<file path="config.mk">
export PLATFORM = sky130hd
export DESIGN_NAME = int_to_e4m3_encoder
export DESIGN_NICKNAME = d
export VERILOG_FILES = /design/src/rtl/int_to_e4m3_encoder.sv
export SDC_FILE = /design/constraint.sdc
export NUM_CORES = 1
export LEC_CHECK = 0
export ABC_AREA = 0
export BUFFER_PORTS_ARGS = -buffer_cell sky130_fd_sc_hd__buf_2
export CAP_MARGIN = 40
export CORE_UTILIZATION = 40
export CTS_CLUSTER_SIZE = 25
export DETAILED_ROUTE_END_ITERATION = 16
export SYNTH_ARGS = -nofsm -noshare
export SYNTH_HDL_FRONTEND = slang
export SYNTH_SLANG_ARGS = --single-unit
</file>
<file path="constraint.sdc">
create_clock -name clock -period 4.5 [get_ports clock]
set_input_delay 0.225 -clock clock [delete_from_list [all_inputs] [get_ports clock]]
set_output_delay 0.225 -clock clock [all_outputs]
set_load 0.02 [all_outputs]
</file>
<file path="src/rtl/int_to_e4m3_encoder.sv">
// Iterative signed-integer to E4M3 converter: one normalising shift per clock,
// then round-to-nearest-even with saturation to the largest finite code.
module int_to_e4m3_encoder #(
    parameter int IN_W = 16,
    parameter int BIAS = 7
) (
    input  logic            clock,
    input  logic            reset,
    input  logic            in_valid,
    output logic            in_ready,
    input  logic [IN_W-1:0] in_data,
    output logic            out_valid,
    input  logic            out_ready,
    output logic [7:0]      out_data,
    output logic            out_ovf
);
    localparam int EXP_W = 8;
    localparam logic [EXP_W-1:0] EXP_INIT = EXP_W'(BIAS + IN_W - 1);
    localparam logic [IN_W-2:0]  ST_MASK  = (IN_W-1)'((64'd1 << (IN_W - 5)) - 64'd1);

    typedef enum logic [1:0] {S_IDLE, S_NORM, S_ROUND, S_DONE} state_t;

    state_t            state_q, state_d;
    logic              sign_q, sign_d;
    logic [IN_W-1:0]   mag_q, mag_d;
    logic [EXP_W-1:0]  exp_q, exp_d;
    logic [7:0]        out_data_q, out_data_d;
    logic              out_ovf_q, out_ovf_d;

    // Operates on the bits below the hidden leading one; returns {ovf, code}.
    function automatic logic [8:0] round_pack(input logic             s,
                                              input logic [IN_W-2:0]  frac,
                                              input logic [EXP_W-1:0] e_in);
        logic [3:0]       m_ext;
        logic             g, st, up;
        logic [EXP_W-1:0] e;
        logic [8:0]       res;
        m_ext = {1'b0, frac[IN_W-2 -: 3]};
        g     = frac[IN_W-5];
        st    = |(frac & ST_MASK);
        up    = g & (st | m_ext[0]);
        m_ext = m_ext + {3'b000, up};
        e     = e_in + {{(EXP_W-1){1'b0}}, m_ext[3]};
        if (e > EXP_W'(15))
            res = {1'b1, s, 7'h7F};
        else
            res = {1'b0, s, e[3:0], m_ext[2:0]};
        return res;
    endfunction

    always_ff @(posedge clock or posedge reset) begin
        if (reset) begin
            state_q    <= S_IDLE;
            out_data_q <= 8'h00;
            out_ovf_q  <= 1'b0;
        end else begin
            state_q    <= state_d;
            out_data_q <= out_data_d;
            out_ovf_q  <= out_ovf_d;
        end
    end

    always_ff @(posedge clock) begin
        sign_q <= sign_d;
        mag_q  <= mag_d;
        exp_q  <= exp_d;
    end

    always_comb begin
        state_d = state_q;
        case (state_q)
            S_IDLE:  if (in_valid) state_d = S_NORM;
            S_NORM: begin
                if (mag_q == '0)          state_d = S_DONE;
                else if (mag_q[IN_W-1])   state_d = S_ROUND;
            end
            S_ROUND: state_d = S_DONE;
            S_DONE:  if (out_ready) state_d = S_IDLE;
            default: state_d = S_IDLE;
        endcase
    end

    always_comb begin
        sign_d     = sign_q;
        mag_d      = mag_q;
        exp_d      = exp_q;
        out_data_d = out_data_q;
        out_ovf_d  = out_ovf_q;
        case (state_q)
            S_IDLE: begin
                if (in_valid) begin
                    sign_d = in_data[IN_W-1];
                    mag_d  = in_data[IN_W-1] ? (~in_data + IN_W'(1)) : in_data;
                    exp_d  = EXP_INIT;
                end
            end
            S_NORM: begin
                // Zero drops the sign so -0 is never emitted.
                if (mag_q == '0) begin
                    out_data_d = 8'h00;
                    out_ovf_d  = 1'b0;
                end else if (!mag_q[IN_W-1]) begin
                    mag_d = mag_q << 1;
                    exp_d = exp_q - EXP_W'(1);
                end
            end
            S_ROUND: {out_ovf_d, out_data_d} = round_pack(sign_q, mag_q[IN_W-2:0], exp_q);
            default: ;
        endcase
    end

    always_comb begin
        in_ready  = (state_q == S_IDLE);
        out_valid = (state_q == S_DONE);
    end

    assign out_data = out_data_q;
    assign out_ovf  = out_ovf_q;
endmodule

</file>
# After elaboration in Yosys (flattened, before gate mapping)
# Cells that the tools add are included.
[totals]
ff_bits = 36
out_inout_bits = 11
elab_cells = 53
[classes]
addsub = 4
n_lt_le_gt_ge = 1
eq_ne = 9
muxes = 19
bitwise = 3
n_reduce_logical = 10
[ops]
columns = ["cell", "count"]
rows = [
  ["two-way mux 16 bit", 4],
  ["two-way mux 8 bit", 4],
  ["one-hot mux 16 bit (2 select lines)", 1],
  ["one-hot mux 8 bit (2 select lines)", 2],
  ["adder 16 x 1 -> 16 bit, second input constant", 1],
  ["logical NOT 16 bit", 1],
  ["inverter 16 bit", 1],
  ["OR reduction 11 bit", 1],
  ["two-way mux 9 bit", 1],
  ["adder 8 x 1 -> 8 bit", 1],
  ["> comparator 8 x 4 -> 1 bit, second input constant", 1],
  ["two-way mux 2 bit", 4],
  ["inequality test 2 bit, second input constant", 4],
  ["one-hot mux 2 bit (4 select lines)", 1],
  ["subtractor 8 x 1 -> 8 bit, second input constant", 1],
  ["AND reduction 3 bit", 2],
  ["adder 3 x 1 -> 4 bit", 1],
  ["== test 2 bit, second input constant", 2],
  ["AND reduction 2 bit", 2],
  ["AND reduction 4 bit", 1],
  ["nonzero test 2 bit", 2],
  ["inequality test 3 bit, second input constant", 1],
  ["== test 2 x 1 -> 1 bit, second input constant", 1],
  ["logical NOT 2 bit", 1],
  ["5 further kinds", 5],
]

# Depth between registers and ports, before layout
# Gate-level depths: netlist of the first run.
[depth]
ltp_word = 8
mapped_depth = 9
ltp_nobuf = 9

# Worst setup path before layout of the first run
# No wires, ideal clock.
[synth_timing]
path_type = "register to register"
start = "register state_q[1]"
end = "register exp_q[0] (enable)"
arrival_ns = 2.842
path_slack_ns = 1.226
stages_incl_launch_ff = 8
path_buffers = 1
synth_period_minus_slack_ns = 3.274
cell_sequence = "dfrtp_1 -> inv_1 -> ha_1 -> buf_2 -> inv_1 -> nor2_2 -> a21oi_1 -> nor3_1"
[synth_between]
elab_chain_len = 3
[synth_rtl]
columns = ["element", "line_no", "text"]
rows = [
  ["start, declared", "23", "state_t state_q, state_d;"],
  ["start signal, assigned", "57", "state_q <= state_d;"],
  ["== test 2 x 1 -> 1 bit / logical NOT 2 bit (equally long branches)", "89", "case (state_q)"],
  ["inequality test 2 bit (no line) / nonzero test 2 bit (equally long branches)", "--", ""],
  ["AND reduction 4 bit (no line) *", "--", ""],
  ["end signal, assigned", "66", "exp_q <= exp_d;"],
  ["end, declared", "26", "logic [EXP_W-1:0] exp_q, exp_d;"],
]
# Mark *: on every way between the ends. The rest lies on a longest branch, timed or not.
# A chain may end at the register's enable or synchronous reset.

# Worst setup path in the final report of the first run
[layout_timing]
start = "register state_q[1]"
end = "register exp_q[6] (enable)"
# The elaborated chain is that of the path after synthesis.

==> results of run 1 <==
==> worst max-delay path, stage by stage, from the launching register on <==
cell	delay (ns)
dfrtp_1	0.41
inv_1	0.13
ha_1	0.71
inv_1	0.46
nor2_2	0.44
a21oi_1	0.09
nor3_2	0.12
buf_4	0.32
==> layout make-up <==
type,count,area (um2),share of cell area
Multi-Input combinational cell,165,1061,0.4294
Sequential cell,36,1026,0.4152
Timing Repair Buffer,32,167.7,0.06785
Tap cell,70,87.58,0.03544
Clock buffer,7,76.32,0.03089
Inverter,13,48.80,0.01975
Clock inverter,1,3.754,0.001519
==> routing by layer <==
metal | routed length, um | GRT usage | vias up
li1 | - | - | 848
met1 | 1995 | 0.2023 | 740
met2 | 1805 | 0.2639 | 33
met3 | 114 | 0.03571 | 4
met4 | 57 | 0.06790 | 0
met5 | 0 | 0 | -
==> synth_stat cells, drive strengths merged (7+ instances only) <==
master / n
xor2: 11
edfxtp: 25
ha: 9
nor3: 7
nand2: 24
a21oi: 13
nor2: 22
nand3: 9
o21ai: 24
inv: 13
dfrtp: 11
xnor2: 11
==> power by group <==
part	internal (W)	switching [W]	total [W]
combinational	0.000250	0.000420	0.000670
clock	0.000108	0.000107	0.000215
sequential	0.000592	0.000127	0.000718
==> flip-flops by register name, indices dropped and copies added, names as in the netlist <==
name      cells
exp_q         8
mag_q        16
out_data      8
out_ovf       1
sign_q        1
state_q       2
==> per-stage QoR <==
step | hold WS [ns] | instance area, um2 | power [W] | instances
floorplan | 0.07744 | 2161 | 0.001215 | 221
global placement | 0.2303 | 2381 | 0.001387 | 315
detailed placement | 0.2318 | 2381 | 0.001398 | 315
CTS | 0.2750 | 2471 | 0.001621 | 324
global route | 0.2894 | 2471 | 0.001742 | 324
finish | 0.2835 | 2471 | 0.001603 | 324
==> cells by family (layout without fill, tap and decap cells) <==
| group | count (synthesis) | in the layout | synth area share |
|---|---|---|---|
| simple gates | 82 | 82 | 0.1911 |
| flops | 36 | 36 | 0.4748 |
| compound gates | 50 | 50 | 0.1465 |
| buf+inv | 20 | 53 | 0.03648 |
| fa+ha+maj | 9 | 9 | 0.05211 |
| mux | 2 | 2 | 0.009843 |
| xor+xnor | 22 | 22 | 0.08917 |
==> timing repair <==
action	4_1_cts	5_1_grt
hold buffers	1	0
buffers inserted	0	0
hold endpoints to repair	11	0
==> worst max path at each step <==
stage	startpoint	endpoint	slack (ns)
2_1_floorplan	state_q[1]$_DFFE_PP0P_	exp_q[0]$_SDFFCE_PN0P_	1.23
3_5_place_dp	state_q[1]$_DFFE_PP0P_	exp_q[5]$_SDFFCE_PN0P_	1.45
4_1_cts	state_q[1]$_DFFE_PP0P_	mag_q[9]$_DFFE_PP_	1.44
5_1_grt	state_q[1]$_DFFE_PP0P_	exp_q[6]$_SDFFCE_PN0P_	1.17
3_3_place_gp	state_q[1]$_DFFE_PP0P_	exp_q[6]$_SDFFCE_PN0P_	1.53
6_report	state_q[1]$_DFFE_PP0P_	exp_q[6]$_SDFFCE_PN0P_	1.48
==> impl_metrics.ini, run 1 <==
[floorplan]
pin_count = 31
die_area_um2 = 5700
fp-row-count = 26
initial_core_util = 0.4204
die-height_um = 75.50
core-area_um2 = 5140
die_x_um = 75.50

[final_layout]
layout-drive-gt1-share = 0.1929
syn_to_final_growth_pct = 14.36
layout_common_cells = 30 x buf_2, 25 x edfxtp_1, 23 x nand2_1
nNetsFinal = 282
final_util = 0.4808
fill_cells = 514
mostFrequentLayoutCell = buf_2
diodes = 0

[timing]
maxSlewViolCount = 0
hold_viol_final = 0
final-setup-viol-count = 0
tightest_slew_ns = 0.8588
tns_ns = 0
max_freq_mhz = 331.0
rsz0062_at_grt = no
slew_headroom = 0.4248
setup_slack_ns = 1.479
post-route-period-util = 0.6714
period_minus_slack_ns = 3.021
skew_ns = 0.004828

[yosys]
synth_warnings = 0
synth-main-ff-cell = edfxtp_1
yosysTopAreaCell = edfxtp_1
synth.distinct_cells = 41
async_flop_share = 0.3056
synthTopCellsByArea = edfxtp_1 35%, dfrtp_1 13%, ha_1 5.2%, xnor2_1 4.5%, xor2_1 4.5%
synth_cells = 221
synth_top_area_frac = 0.3474
syn_area_um2 = 2161
synth_edf_count = 25
avgSynthCellArea_um2 = 9.777
synth_nets = 250
ys_seq_elements = 36
ys_seq_area_frac = 0.4748

[worst_hold_path]
hold_end = mag_q[0]$_DFFE_PP_
min-delay-start = in_data[0]
hold_path.class = input port to flop
hold_depth = 3

[route]
totalWireLength_um = 3973
vias = 1625
viasPerCell = 5.015
drt_first_pass_iters = 4
drt_iter0_markers = 117
drtAntennaViolNets = 0
wire_per_inst_um = 12.26
drc = 0

[clock_network]
numCtsBuffers = 5
cts_tree = built
cts_max_level = 2
clk_pin_slew_ns = 0.07
clkLatencyLatePin_ns = 0.28
cts_sinks = 36
clock_path_buffers = 2
ctsResizeCount = 0
root_buffer = clkbuf_8

[global_routing]
grt_usage = 0.1598
antenna_found_initial = 0
grt_pass1_vias = 1513
grt_overflow_total = 0
grt_pass1_wl_um = 6727
grt_max_degree = 28

[critical_path]
start_kind = flop
worstSetupPathType = flop to flop
worstPathRequired_ns = 4.46
crit_path_end_kind = flop
cp_max_fo = 27
r2r-start = state_q[1]$_DFFE_PP0P_
rr_worst_depth = 7
arrival_ns = 2.98
r2r-end = exp_q[6]$_SDFFCE_PN0P_
rrSetupSlack_ns = 1.48

[run_status]
status = complete, no violations

[place]
post-place-ws_ns = 1.454
gp_congestion = 0.7340
portBuffers = 30
dp_hpwl_um = 3041

[flow_run]
max_cap_violations = 0

[power_and_ir_drop]
p_per_area_nw_per_um2 = 648.6
power.leakage_nw = 0.9762
ir_worst_vdd_uv = 214.5
(Power assumes the default switching activity.)
==> run 2: changes to the inputs <==
ABC_AREA = 1   (was 0)
clock period = 2.6 ns   (was 4.5 ns; I/O delays follow)
==> run 2 against run 1 <==
Compared with the run above: core utilization shrank 0.31 points; clock-buffer cell count decreased by 1; synthesized cell count is 40% higher; sequential power rose by 67%; area after synthesis grew 7.8%; clock power rose by 87%; clock skew increased by 0.0027 ns; register-to-register slack lost 0.84 ns; global-route usage rose by 0.88 points; wire length increased by 18%; worst setup slack got worse by 0.84 ns; first-iteration DRC count down 40%; critical endpoint is now exp_q[2]$_SDFFCE_PN1P_.
==> impl_metrics.ini, run 2 <==
[final_layout]
largest_register = mag_q
mostFrequentLayoutCell = nand2_1
syn_to_final_growth_pct = 14.35
layout-drive-gt1-share = 0.1449
fill_cells = 552
final_util = 0.4777
largest_reg_flops = 16
diodes = 0
nNetsFinal = 373
layout_common_cells = 87 x nand2_1, 43 x inv_1, 40 x nand3_1

[yosys]
synth_cells = 310
ys_seq_area_frac = 0.4406
synth_top_area_frac = 0.3224
yosys.area_share.simple = 0.3100
ys_seq_elements = 36
synth_warnings = 0
syn_area_um2 = 2328
synth_edf_count = 25
synthTopCellsByArea = edfxtp_1 32%, nand2_1 14%, dfrtp_1 12%, nand3_1 8.6%, inv_1 6.9%
synth.distinct_cells = 24
yosysMostFrequentCell = nand2_1
synth_nets = 339
yosysTopAreaCell = edfxtp_1
synthAdderAreaFrac = 0.04836
synth_common_cells = 87 x nand2_1, 43 x inv_1, 40 x nand3_1, 27 x nor2_1, 25 x edfxtp_1
synth_compound_area_frac = 0.09457
synthXorXnorAreaFrac = 0.01881
synth_top_family_by_area = simple AND/OR/NAND/NOR gates
synth-main-ff-cell = edfxtp_1
avgSynthCellArea_um2 = 7.511
async_flop_share = 0.3056
muxShareOfSynthArea = 0

[power_and_ir_drop]
power.leakage_nw = 1.277
ir_worst_vdd_uv = 390.6
p_per_area_nw_per_um2 = 1092

[timing]
hold_viol_final = 0
tns_ns = 0
maxSlewViolCount = 0
max_freq_mhz = 508.9
slew_headroom = 0.7116
period_minus_slack_ns = 1.965
skew_ns = 0.007489
post-route-period-util = 0.7558
rsz0062_at_grt = no
tightest_slew_ns = 0.4326
final-setup-viol-count = 0

[route]
drt_iter0_markers = 70
drtAntennaViolNets = 0
totalWireLength_um = 4680
wirelength_met1_um = 2301
drc = 0
wl_met3_um = 112
drt_first_pass_iters = 5
wire_per_inst_um = 11.22
viasPerCell = 4.849
highest_layer = met4
vias = 2022
wl_met2_um = 2239

[clock_network]
ctsResizeCount = 0
clock_path_buffers = 2
cts_sinks = 36
ctsHoldBuffers = 1
postCtsSetupBuffers = 0
cts_tree = built
clkLatencyLatePin_ns = 0.28
cts_max_level = 2
numCtsBuffers = 5
root_buffer = clkbuf_8
clk_pin_slew_ns = 0.07

[global_routing]
grt_usage = 0.1686
grt_max_degree = 24
grt_pass1_vias = 1852
antenna_found_initial = 0
grt_pass1_wl_um = 8135
grt_overflow_total = 0

[critical_path]
rrSetupSlack_ns = 0.63
crit_path_end_kind = flop
cp_max_fo = 23
critPathTopFamily = adder cells
cp_num_buf_inv = 2
worstSetupPathType = flop to flop
arrival_ns = 1.92
max_stage_delay_ns = 0.43
cpMaxStageDelayCell = ha_1
start_kind = flop
worstPathRequired_ns = 2.56
path_cells = inv_1 -> ha_1 -> o21a_1 -> nand2_1 -> a21oi_2 -> buf_4

[place]
gp_congestion = 0.7808
portBuffers = 30
dp_hpwl_um = 3633

[run_status]
status = complete, no violations

[flow_run]
max_cap_violations = 0

[floorplan]
fp-row-count = 27
pin_count = 31
core-area_um2 = 5574
initial_core_util = 0.4177
die-height_um = 78.30
die_area_um2 = 6130
die_x_um = 78.30

[worst_hold_path]
hold_path.class = input port to flop
-- run 2: cell types whose count changed after synthesis, sizes merged, moves of 5 or more --
| cell | before | now |
|---|---|---|
| xnor2 | 11 | 1 |
| nand3 | 9 | 40 |
| xor2 | 11 | 4 |
| nand2 | 24 | 88 |
| nand4 | 0 | 6 |
| o21ai | 24 | 19 |
| nor2 | 22 | 31 |
| inv | 13 | 44 |
-- run 2: metal layers --
layer	track usage	vias up
li1	-	1087
met1	0.2112	901
met2	0.2982	32
met3	0.02907	2
met4	0.04444	0
met5	0	-
-- run 2: cell type report --
type,count,area (um2),share of cell area
Clock inverter,2,10.01,0.003759
Inverter,45,168.9,0.06344
Clock buffer,6,82.58,0.03102
Sequential cell,36,1026,0.3853
Tap cell,72,90.09,0.03383
Multi-Input combinational cell,222,1102,0.4140
Timing Repair Buffer,34,182.7,0.06861
-- run 2: final timing paths --
path / startpoint / to / cells after the start
hold reg to reg: sign_q$_DFFE_PP_ / out_data[7]$_DFFE_PP0P_ / 2
hold / removal: in_valid / sign_q$_DFFE_PP_ / 3
setup reg to reg: state_q[1]$_DFFE_PP0P_ / exp_q[2]$_SDFFCE_PN1P_ / 6
setup / recovery: state_q[1]$_DFFE_PP0P_ / exp_q[2]$_SDFFCE_PN1P_ / 6
max in group asynchronous: reset / state_q[1]$_DFFE_PP0P_ / 3
min in group asynchronous: reset / out_ovf$_DFFE_PP0P_ / 3
-- run 2: metrics by stage --
stage | hold slack, ns | std cells | instance area, um2 | worst slack, ns | total power [W]
after global routing | 0.1654 | 417 | 2663 | 0.5149 | 0.003189
after global placement | 0.1450 | 408 | 2560 | 0.7041 | 0.002520
after detailed placement | 0.1421 | 408 | 2560 | 0.6571 | 0.002524
final | 0.1449 | 417 | 2663 | 0.6350 | 0.002906
after floorplan | -0.01756 | 310 | 2332 | 0.5011 | 0.002152
after CTS | 0.1384 | 417 | 2663 | 0.6339 | 0.002936
-- run 2: kinds of logic after synthesis --
group,after synthesis
and+or+nand+nor,168
buffers and inverters,52
AOI/OAI and AO/OA,40
DFF,36
adders and majority gates,9
xor gates and xnor gates,5
-- run 2: power by group --
group	total [W]	internal, W	switching (W)
Clock	0.000403	0.000211	0.000192
Combinational	0.00130	0.000437	0.000865
Sequential	0.00120	0.00100	0.000199
-- run 2: worst register-to-register path: cells and delay by family, from the launching register on --
family,cells,cell delay (ns)
fa+ha+maj,1,0.43
flops,1,0.42
buf+inv,2,0.41
compound gates,2,0.30
simple gates,1,0.08
